[src/rtl/pipeline_hazard_ctrl_if.sv]
`default_nettype none
// ============================================================================
//  Module   : pipeline_hazard_ctrl_if
//  Brief    : ID/EX/MEM hazard-control signal bundle for pipeline_hazard_ctrl.
//  Revision : 1.0  initial release
// ============================================================================
interface pipeline_hazard_ctrl_if #(
    parameter int CNT_W = 16
);
    logic [0:4]       ID_rA;
    logic [0:4]       ID_rB;
    logic             ID_useA;
    logic             ID_useB;
    logic             ID_branch_taken;
    logic [0:4]       EX_rD;
    logic             EX_wrEn;
    logic             EX_memRd;
    logic [0:4]       EX_MEM_rD;
    logic             EX_MEM_wrEn;
    logic             EX_MEM_memRd;
    logic             mem_req;
    logic             mem_ready;
    logic             clr_counters;

    logic             ID_forward_rA;
    logic             ID_forward_rB;
    logic             stall_IF;
    logic             stall_ID;
    logic             bubble_EX;
    logic             flush_IF_ID;
    logic             freeze;
    logic             mem_err;
    logic [CNT_W-1:0] stall_count;
    logic [CNT_W-1:0] flush_count;

    modport master (
        output ID_rA, ID_rB, ID_useA, ID_useB, ID_branch_taken,
               EX_rD, EX_wrEn, EX_memRd, EX_MEM_rD, EX_MEM_wrEn, EX_MEM_memRd,
               mem_req, mem_ready, clr_counters,
        input  ID_forward_rA, ID_forward_rB, stall_IF, stall_ID, bubble_EX,
               flush_IF_ID, freeze, mem_err, stall_count, flush_count
    );

    modport slave (
        input  ID_rA, ID_rB, ID_useA, ID_useB, ID_branch_taken,
               EX_rD, EX_wrEn, EX_memRd, EX_MEM_rD, EX_MEM_wrEn, EX_MEM_memRd,
               mem_req, mem_ready, clr_counters,
        output ID_forward_rA, ID_forward_rB, stall_IF, stall_ID, bubble_EX,
               flush_IF_ID, freeze, mem_err, stall_count, flush_count
    );
endinterface
`default_nettype wire

[src/rtl/pipeline_hazard_ctrl.sv]
`default_nettype none
// ============================================================================
//  Module   : pipeline_hazard_ctrl
//  Brief    : RAW hazard detect, ID forwarding, stall/flush, memory freeze.
//  Revision : 1.0  initial release
// ============================================================================
module pipeline_hazard_ctrl #(
    parameter int TIMEOUT = 64,
    parameter int CNT_W   = 16
) (
    input  wire logic               clk,
    input  wire logic               reset,
    pipeline_hazard_ctrl_if.slave   bus
);
    localparam int TW = $clog2(TIMEOUT);
    localparam logic [TW-1:0] c_TIMER_LAST = TW'(TIMEOUT - 1);

    typedef enum logic [0:0] {
        ST_RUN     = 1'b0,
        ST_MEMWAIT = 1'b1
    } state_e;

    state_e           state_q, state_d;
    logic [TW-1:0]    timer_q, timer_d;
    logic             mem_err_q, mem_err_d;
    logic [CNT_W-1:0] stall_cnt_q, stall_cnt_d;
    logic [CNT_W-1:0] flush_cnt_q, flush_cnt_d;

    logic w_exA, w_exB, w_exmA, w_exmB, w_hazard;
    logic w_fwdA, w_fwdB, w_stall, w_flush, w_freeze;
    logic w_unused_ex_memrd;

    // A load in EX is caught by the plain EX match; it stalls again from EX/MEM.
    assign w_unused_ex_memrd = bus.EX_memRd;

    assign w_exA  = bus.ID_useA && (|bus.ID_rA) && (bus.ID_rA == bus.EX_rD)     && bus.EX_wrEn;
    assign w_exB  = bus.ID_useB && (|bus.ID_rB) && (bus.ID_rB == bus.EX_rD)     && bus.EX_wrEn;
    assign w_exmA = bus.ID_useA && (|bus.ID_rA) && (bus.ID_rA == bus.EX_MEM_rD) && bus.EX_MEM_wrEn;
    assign w_exmB = bus.ID_useB && (|bus.ID_rB) && (bus.ID_rB == bus.EX_MEM_rD) && bus.EX_MEM_wrEn;

    assign w_hazard = w_exA || w_exB || ((w_exmA || w_exmB) && bus.EX_MEM_memRd);

    always_comb begin
        state_d   = state_q;
        timer_d   = timer_q;
        mem_err_d = mem_err_q;
        w_fwdA    = 1'b0;
        w_fwdB    = 1'b0;
        w_stall   = 1'b0;
        w_flush   = 1'b0;
        w_freeze  = 1'b0;
        case (state_q)
            ST_RUN: begin
                if (bus.mem_req && !bus.mem_ready) begin
                    w_freeze = 1'b1;
                    state_d  = ST_MEMWAIT;
                    timer_d  = TW'(1);
                end else if (w_hazard) begin
                    w_stall = 1'b1;
                end else begin
                    w_flush = bus.ID_branch_taken;
                    w_fwdA  = w_exmA && !bus.EX_MEM_memRd;
                    w_fwdB  = w_exmB && !bus.EX_MEM_memRd;
                end
            end
            ST_MEMWAIT: begin
                w_freeze = 1'b1;
                if (bus.mem_ready) begin
                    state_d = ST_RUN;
                    timer_d = '0;
                end else if (timer_q == c_TIMER_LAST) begin
                    // Access abandoned; the error stays latched until reset.
                    mem_err_d = 1'b1;
                    state_d   = ST_RUN;
                    timer_d   = '0;
                end else begin
                    timer_d = timer_q + TW'(1);
                end
            end
            default: begin
                state_d = ST_RUN;
                timer_d = '0;
            end
        endcase
    end

    always_comb begin
        stall_cnt_d = stall_cnt_q;
        flush_cnt_d = flush_cnt_q;
        if (bus.clr_counters) begin
            stall_cnt_d = '0;
            flush_cnt_d = '0;
        end else begin
            if ((w_stall || w_freeze) && (stall_cnt_q != {CNT_W{1'b1}}))
                stall_cnt_d = stall_cnt_q + CNT_W'(1);
            if (w_flush && (flush_cnt_q != {CNT_W{1'b1}}))
                flush_cnt_d = flush_cnt_q + CNT_W'(1);
        end
    end

    always_ff @(posedge clk or negedge reset) begin
        if (!reset) begin
            state_q     <= ST_RUN;
            timer_q     <= '0;
            mem_err_q   <= 1'b0;
            stall_cnt_q <= '0;
            flush_cnt_q <= '0;
        end else begin
            state_q     <= state_d;
            timer_q     <= timer_d;
            mem_err_q   <= mem_err_d;
            stall_cnt_q <= stall_cnt_d;
            flush_cnt_q <= flush_cnt_d;
        end
    end

    assign bus.ID_forward_rA = w_fwdA;
    assign bus.ID_forward_rB = w_fwdB;
    assign bus.stall_IF      = w_stall;
    assign bus.stall_ID      = w_stall;
    assign bus.bubble_EX     = w_stall;
    assign bus.flush_IF_ID   = w_flush;
    assign bus.freeze        = w_freeze;
    assign bus.mem_err       = mem_err_q;
    assign bus.stall_count   = stall_cnt_q;
    assign bus.flush_count   = flush_cnt_q;
endmodule
`default_nettype wire

[src/flat_wrapper.sv]
// flat-port wrapper written by rule: the top's interface ports become plain ports
module pipeline_hazard_ctrl_flat 
#(
    parameter int TIMEOUT = 64,
    parameter int CNT_W   = 16
)
  (clk, reset, bus_ID_rA, bus_ID_rB, bus_ID_useA, bus_ID_useB, bus_ID_branch_taken, bus_EX_rD, bus_EX_wrEn, bus_EX_memRd, bus_EX_MEM_rD, bus_EX_MEM_wrEn, bus_EX_MEM_memRd, bus_mem_req, bus_mem_ready, bus_clr_counters, bus_ID_forward_rA, bus_ID_forward_rB, bus_stall_IF, bus_stall_ID, bus_bubble_EX, bus_flush_IF_ID, bus_freeze, bus_mem_err, bus_stall_count, bus_flush_count);
  pipeline_hazard_ctrl_if #(.CNT_W(CNT_W)) bus_i ();
  input  wire logic clk;
  input  wire logic reset;
  input wire logic [$bits(bus_i.ID_rA)-1:0] bus_ID_rA;
  input wire logic [$bits(bus_i.ID_rB)-1:0] bus_ID_rB;
  input wire logic [$bits(bus_i.ID_useA)-1:0] bus_ID_useA;
  input wire logic [$bits(bus_i.ID_useB)-1:0] bus_ID_useB;
  input wire logic [$bits(bus_i.ID_branch_taken)-1:0] bus_ID_branch_taken;
  input wire logic [$bits(bus_i.EX_rD)-1:0] bus_EX_rD;
  input wire logic [$bits(bus_i.EX_wrEn)-1:0] bus_EX_wrEn;
  input wire logic [$bits(bus_i.EX_memRd)-1:0] bus_EX_memRd;
  input wire logic [$bits(bus_i.EX_MEM_rD)-1:0] bus_EX_MEM_rD;
  input wire logic [$bits(bus_i.EX_MEM_wrEn)-1:0] bus_EX_MEM_wrEn;
  input wire logic [$bits(bus_i.EX_MEM_memRd)-1:0] bus_EX_MEM_memRd;
  input wire logic [$bits(bus_i.mem_req)-1:0] bus_mem_req;
  input wire logic [$bits(bus_i.mem_ready)-1:0] bus_mem_ready;
  input wire logic [$bits(bus_i.clr_counters)-1:0] bus_clr_counters;
  output wire logic [$bits(bus_i.ID_forward_rA)-1:0] bus_ID_forward_rA;
  output wire logic [$bits(bus_i.ID_forward_rB)-1:0] bus_ID_forward_rB;
  output wire logic [$bits(bus_i.stall_IF)-1:0] bus_stall_IF;
  output wire logic [$bits(bus_i.stall_ID)-1:0] bus_stall_ID;
  output wire logic [$bits(bus_i.bubble_EX)-1:0] bus_bubble_EX;
  output wire logic [$bits(bus_i.flush_IF_ID)-1:0] bus_flush_IF_ID;
  output wire logic [$bits(bus_i.freeze)-1:0] bus_freeze;
  output wire logic [$bits(bus_i.mem_err)-1:0] bus_mem_err;
  output wire logic [$bits(bus_i.stall_count)-1:0] bus_stall_count;
  output wire logic [$bits(bus_i.flush_count)-1:0] bus_flush_count;
  assign bus_i.ID_rA = bus_ID_rA;
  assign bus_i.ID_rB = bus_ID_rB;
  assign bus_i.ID_useA = bus_ID_useA;
  assign bus_i.ID_useB = bus_ID_useB;
  assign bus_i.ID_branch_taken = bus_ID_branch_taken;
  assign bus_i.EX_rD = bus_EX_rD;
  assign bus_i.EX_wrEn = bus_EX_wrEn;
  assign bus_i.EX_memRd = bus_EX_memRd;
  assign bus_i.EX_MEM_rD = bus_EX_MEM_rD;
  assign bus_i.EX_MEM_wrEn = bus_EX_MEM_wrEn;
  assign bus_i.EX_MEM_memRd = bus_EX_MEM_memRd;
  assign bus_i.mem_req = bus_mem_req;
  assign bus_i.mem_ready = bus_mem_ready;
  assign bus_i.clr_counters = bus_clr_counters;
  assign bus_ID_forward_rA = bus_i.ID_forward_rA;
  assign bus_ID_forward_rB = bus_i.ID_forward_rB;
  assign bus_stall_IF = bus_i.stall_IF;
  assign bus_stall_ID = bus_i.stall_ID;
  assign bus_bubble_EX = bus_i.bubble_EX;
  assign bus_flush_IF_ID = bus_i.flush_IF_ID;
  assign bus_freeze = bus_i.freeze;
  assign bus_mem_err = bus_i.mem_err;
  assign bus_stall_count = bus_i.stall_count;
  assign bus_flush_count = bus_i.flush_count;
  pipeline_hazard_ctrl #(.TIMEOUT(TIMEOUT), .CNT_W(CNT_W)) u_core (.clk(clk), .reset(reset), .bus(bus_i));
endmodule
[config.mk]
export PLATFORM = sky130hd
export DESIGN_NAME = pipeline_hazard_ctrl_flat
export DESIGN_NICKNAME = d
export VERILOG_FILES = /design/src/rtl/pipeline_hazard_ctrl_if.sv /design/src/rtl/pipeline_hazard_ctrl.sv /design/src/flat_wrapper.sv
export SDC_FILE = /design/constraint.sdc
export NUM_CORES = 1
export LEC_CHECK = 0
export BUFFER_PORTS_ARGS = -buffer_cell sky130_fd_sc_hd__buf_2
export CORE_MARGIN = 8
export CORE_UTILIZATION = 35
export DETAILED_ROUTE_END_ITERATION = 8
export GPL_TIMING_DRIVEN = 0
export PLACE_DENSITY = 0.57
export SETUP_SLACK_MARGIN = 0.5
export SYNTH_ARGS = -nofsm -noshare
export SYNTH_HDL_FRONTEND = slang
export SYNTH_SLANG_ARGS = --single-unit
[constraint.sdc]
create_clock -name clk -period 3.3 [get_ports clk]
set_clock_uncertainty 0.2 [all_clocks]
set_input_delay 0.165 -clock clk [delete_from_list [all_inputs] [get_ports clk]]
set_output_delay 0.165 -clock clk [all_outputs]
set_load 0.02 [all_outputs]
==> flow_summary_export.csv <==
group,metric,value,unit
run_status,status,"finished, final reports clean",
cells_and_area,antennaDiodeCount,0,
synthesis,synth-edff-count,0,
global_routing,grt_pass1_vias,2466,
cts,root_buffer,"clkbuf_8",
setup_path,critPathLaunchType,"flip-flop",
floorplanning,core_area,6832,um^2
detailed_routing,vias_per_cell,5.135,
detailed_routing,wl_per_cell,14.88,um
global_routing,grt.busiest_layer,"met2",
min_path,holdCritPathClass,"primary input to flip-flop",
cts,cts_htree_levels,2,
floorplanning,io_pins,72,
sta,worst_pin_slew,0.9305,ns
synthesis,synth_seq_cells,40,
detailed_routing,vias,2290,
cells_and_area,num-fill-cells,718,
floorplanning,die_h,100.0,um
detailed_routing,detail_route.first_pass.iterations,4,
global_routing,grt_usage,0.1415,
cts,clock_path_buffers,2,
sta,fmax,386.6,MHz
synthesis,avgSynthCellArea,9.221,um^2
floorplanning,dieArea,10010,um^2
run,maxCapViolations,0,
cts,path_clk_slew,0.09,ns
sta,final_hold_viol_count,0,
global_routing,grt_pass1_wl,11610,um
synthesis,synth_cell_types,44,
power,p_int,790.9,uW
power,clkPwrFrac,0.374,
cells_and_area,areaGrowthSynthToFinish,25.37,%
setup_path,endpoint_kind,"flip-flop",
setup_path,cp_data_arrival_time,2.57,ns
cells_and_area,nets,384,
sta,rsz0062_at_grt,"no",
sta,min_period_over_period,0.7838,
cts,cts_tree,"built",
floorplanning,num_rows,30,
global_routing,grt_antenna_before_repair,0,
detailed_routing,ant_nets,0,
cts,cts_buffers,5,
detailed_routing,routed_wl,6638,um
synthesis,yosysMostFrequentCell,"dfrtp_1",
synthesis,ys_seq_area_frac,0.4051,
cts,insertion_delay,0.30,ns
place,io_buffer_count,70,
sta,period_needed,2.586,ns
synthesis,synth.top_cell.area_share,0.4051,
detailed_routing,drc,0,
power,leakagePower,1.432,nW
power,vdd_drop_max,0.1840,mV
sta,setup_violations,0,
global_routing,grt_max_degree,41,
detailed_routing,first_iter_violations,57,
setup_path,critPathKind,"flip-flop to flip-flop",
synthesis,synth_top_area_cell,"dfrtp_1",
synthesis,synth-async-reset-ratio,1.000,
setup_path,critical_path_required,3.29,ns
synthesis,synth_nets,303,
floorplanning,initial_core_util,0.3617,
sta,fin_setup_tns,0,ns
synthesis,synthCells,268,
sta,slew_viol_final,0,
synthesis,synthTopCellsByCount,"40 x dfrtp_1, 22 x xnor2_1, 21 x a21oi_1",
cells_and_area,post-route-util,0.4535,
floorplanning,die_x,100.0,um
cts,post_cts_buffers,0,
power,power_density,347.0,nW/um^2
place,detailedPlacementHpwl,5004,um
global_routing,met2_usage,0.2319,
power,sw_frac_of_total,0.2644,
setup_path,crit_path_max_fanout,10,
power,p_seq_frac,0.478,
cts,cts.sinks,40,
place,gp_congestion,0.8020,
synthesis,ys.flop_type,"dfrtp_1",
global_routing,overflow,0,
global_routing,global_route.usage.met3,0.03599,
cells_and_area,drive_gt1_frac,0.2543,
synthesis,synth_warnings,0,
synthesis,synth.area.top_cells,"dfrtp_1 41%, xnor2_1 7.8%, a21oi_1 4.3%",
synthesis,syn_area,2471,um^2
sta,maxSlewHeadroom,0.3796,
global_routing,grtUsageMet1,0.1793,
power,switchingPower,284.2,uW
power,p_comb_frac,0.148,
==> repair_timing <==
item	in CTS	in global routing
endpoints found under the setup margin	0	2
hold endpoints to repair	42	0
hold buffers	4	0
gates resized for setup	0	3
==> power by group through the flow <==
stage	combinational (mW)	sequential [mW]	clock (mW)
2_1_floorplan	0.0820	0.528	0
4_1_cts	0.161	0.514	0.415
3_5_place_dp	0.157	0.524	0
5_1_grt	0.180	0.516	0.430
6_report	0.159	0.514	0.402
3_3_place_gp	0.155	0.523	0
==> layout by cell type (no fill, tap or decap), drive strengths merged, types with 7 or more instances in the layout <==
cell type / instances
a21oi: 21
and3: 10
buf: 75
clkbuf: 12
dfrtp: 40
inv: 11
nand2: 13
nand3: 15
nand4: 9
nor2: 17
nor2b: 7
o21ai: 19
or3: 11
xnor2: 22
==> cell type report <==
cell class | instances | area [um^2] | area share
Clock buffer | 6 | 72.57 | 0.02342
Inverter | 11 | 41.29 | 0.01333
Buffer | 11 | 53.80 | 0.01737
Tap cell | 96 | 120.1 | 0.03877
Clock inverter | 2 | 35.03 | 0.01131
Sequential cell | 40 | 1001 | 0.3231
Timing Repair Buffer | 74 | 390.4 | 0.1260
Multi-Input combinational cell | 206 | 1384 | 0.4467
==> cells by family (layout without fill, tap and decap cells) <==
kind of cell               count (synthesis)  after routing  synth area share
buffers and inverters                     22            104           0.03746
xor gates and xnor gates                  27             27           0.09569
DFF                                       40             40            0.4051
adders and majority gates                  3              3           0.01519
and+or+nand+nor                          109            109            0.2552
muxes                                      8              8           0.03494
AOI/OAI and AO/OA                         59             59            0.1565
==> layer usage <==
metal | part of all wire | up-vias | routed length (um)
li1 | - | 1131 | -
met1 | 0.47 | 1096 | 3139
met2 | 0.46 | 58 | 3065
met3 | 0.055 | 5 | 367
met4 | 0.0099 | 0 | 66
met5 | 0 | - | 0
==> per-stage QoR <==
stage,setup WS [ns],power (mW),area (um^2),hold WS [ns],instances
finish,0.7136,1.075,3098,0.1167,446
global route,0.5301,1.126,3098,0.1384,446
CTS,0.5710,1.090,3089,0.1087,446
detailed placement,0.5983,0.6807,2942,0.1675,434
global placement,0.5908,0.6777,2942,0.1697,434
floorplan,0.7964,0.6098,2471,-0.3306,268
==> worst paths after layout <==
check | from | end | slack (ns) | cells after the start
max | u_core.bus.stall_count[7] | u_core.bus.stall_count[10] | 0.71 | 8
min | bus_clr_counters | u_core.bus.stall_count[2] | 0.12 | 4
max reg2reg | u_core.bus.stall_count[7] | u_core.bus.stall_count[10] | 0.71 | 8
min reg2reg | u_core.bus.mem_err | u_core.bus.mem_err | 0.25 | 1
max in group asynchronous | reset | u_core.bus.stall_count[1] | 1.97 | 2
min in group asynchronous | reset | u_core.bus.stall_count[10] | 0.33 | 2
==> worst max-delay path, stage by stage (launching register included) <==
cell and delay [ns]:
dfrtp_1 0.44, and4_1 0.26, and3_1 0.23, and3_1 0.22, and4_1 0.23, a31oi_2 0.21
buf_4 0.23, nand4_1 0.12, mux2_1 0.33
==> state kept, by name, summed over array words and instances (netlist names) <==
register	cells
u_core.bus.flush_count	16
u_core.bus.mem_err	1
u_core.bus.stall_count	16
u_core.state_q	1
u_core.timer_q	6
(Power assumes the default switching activity.)
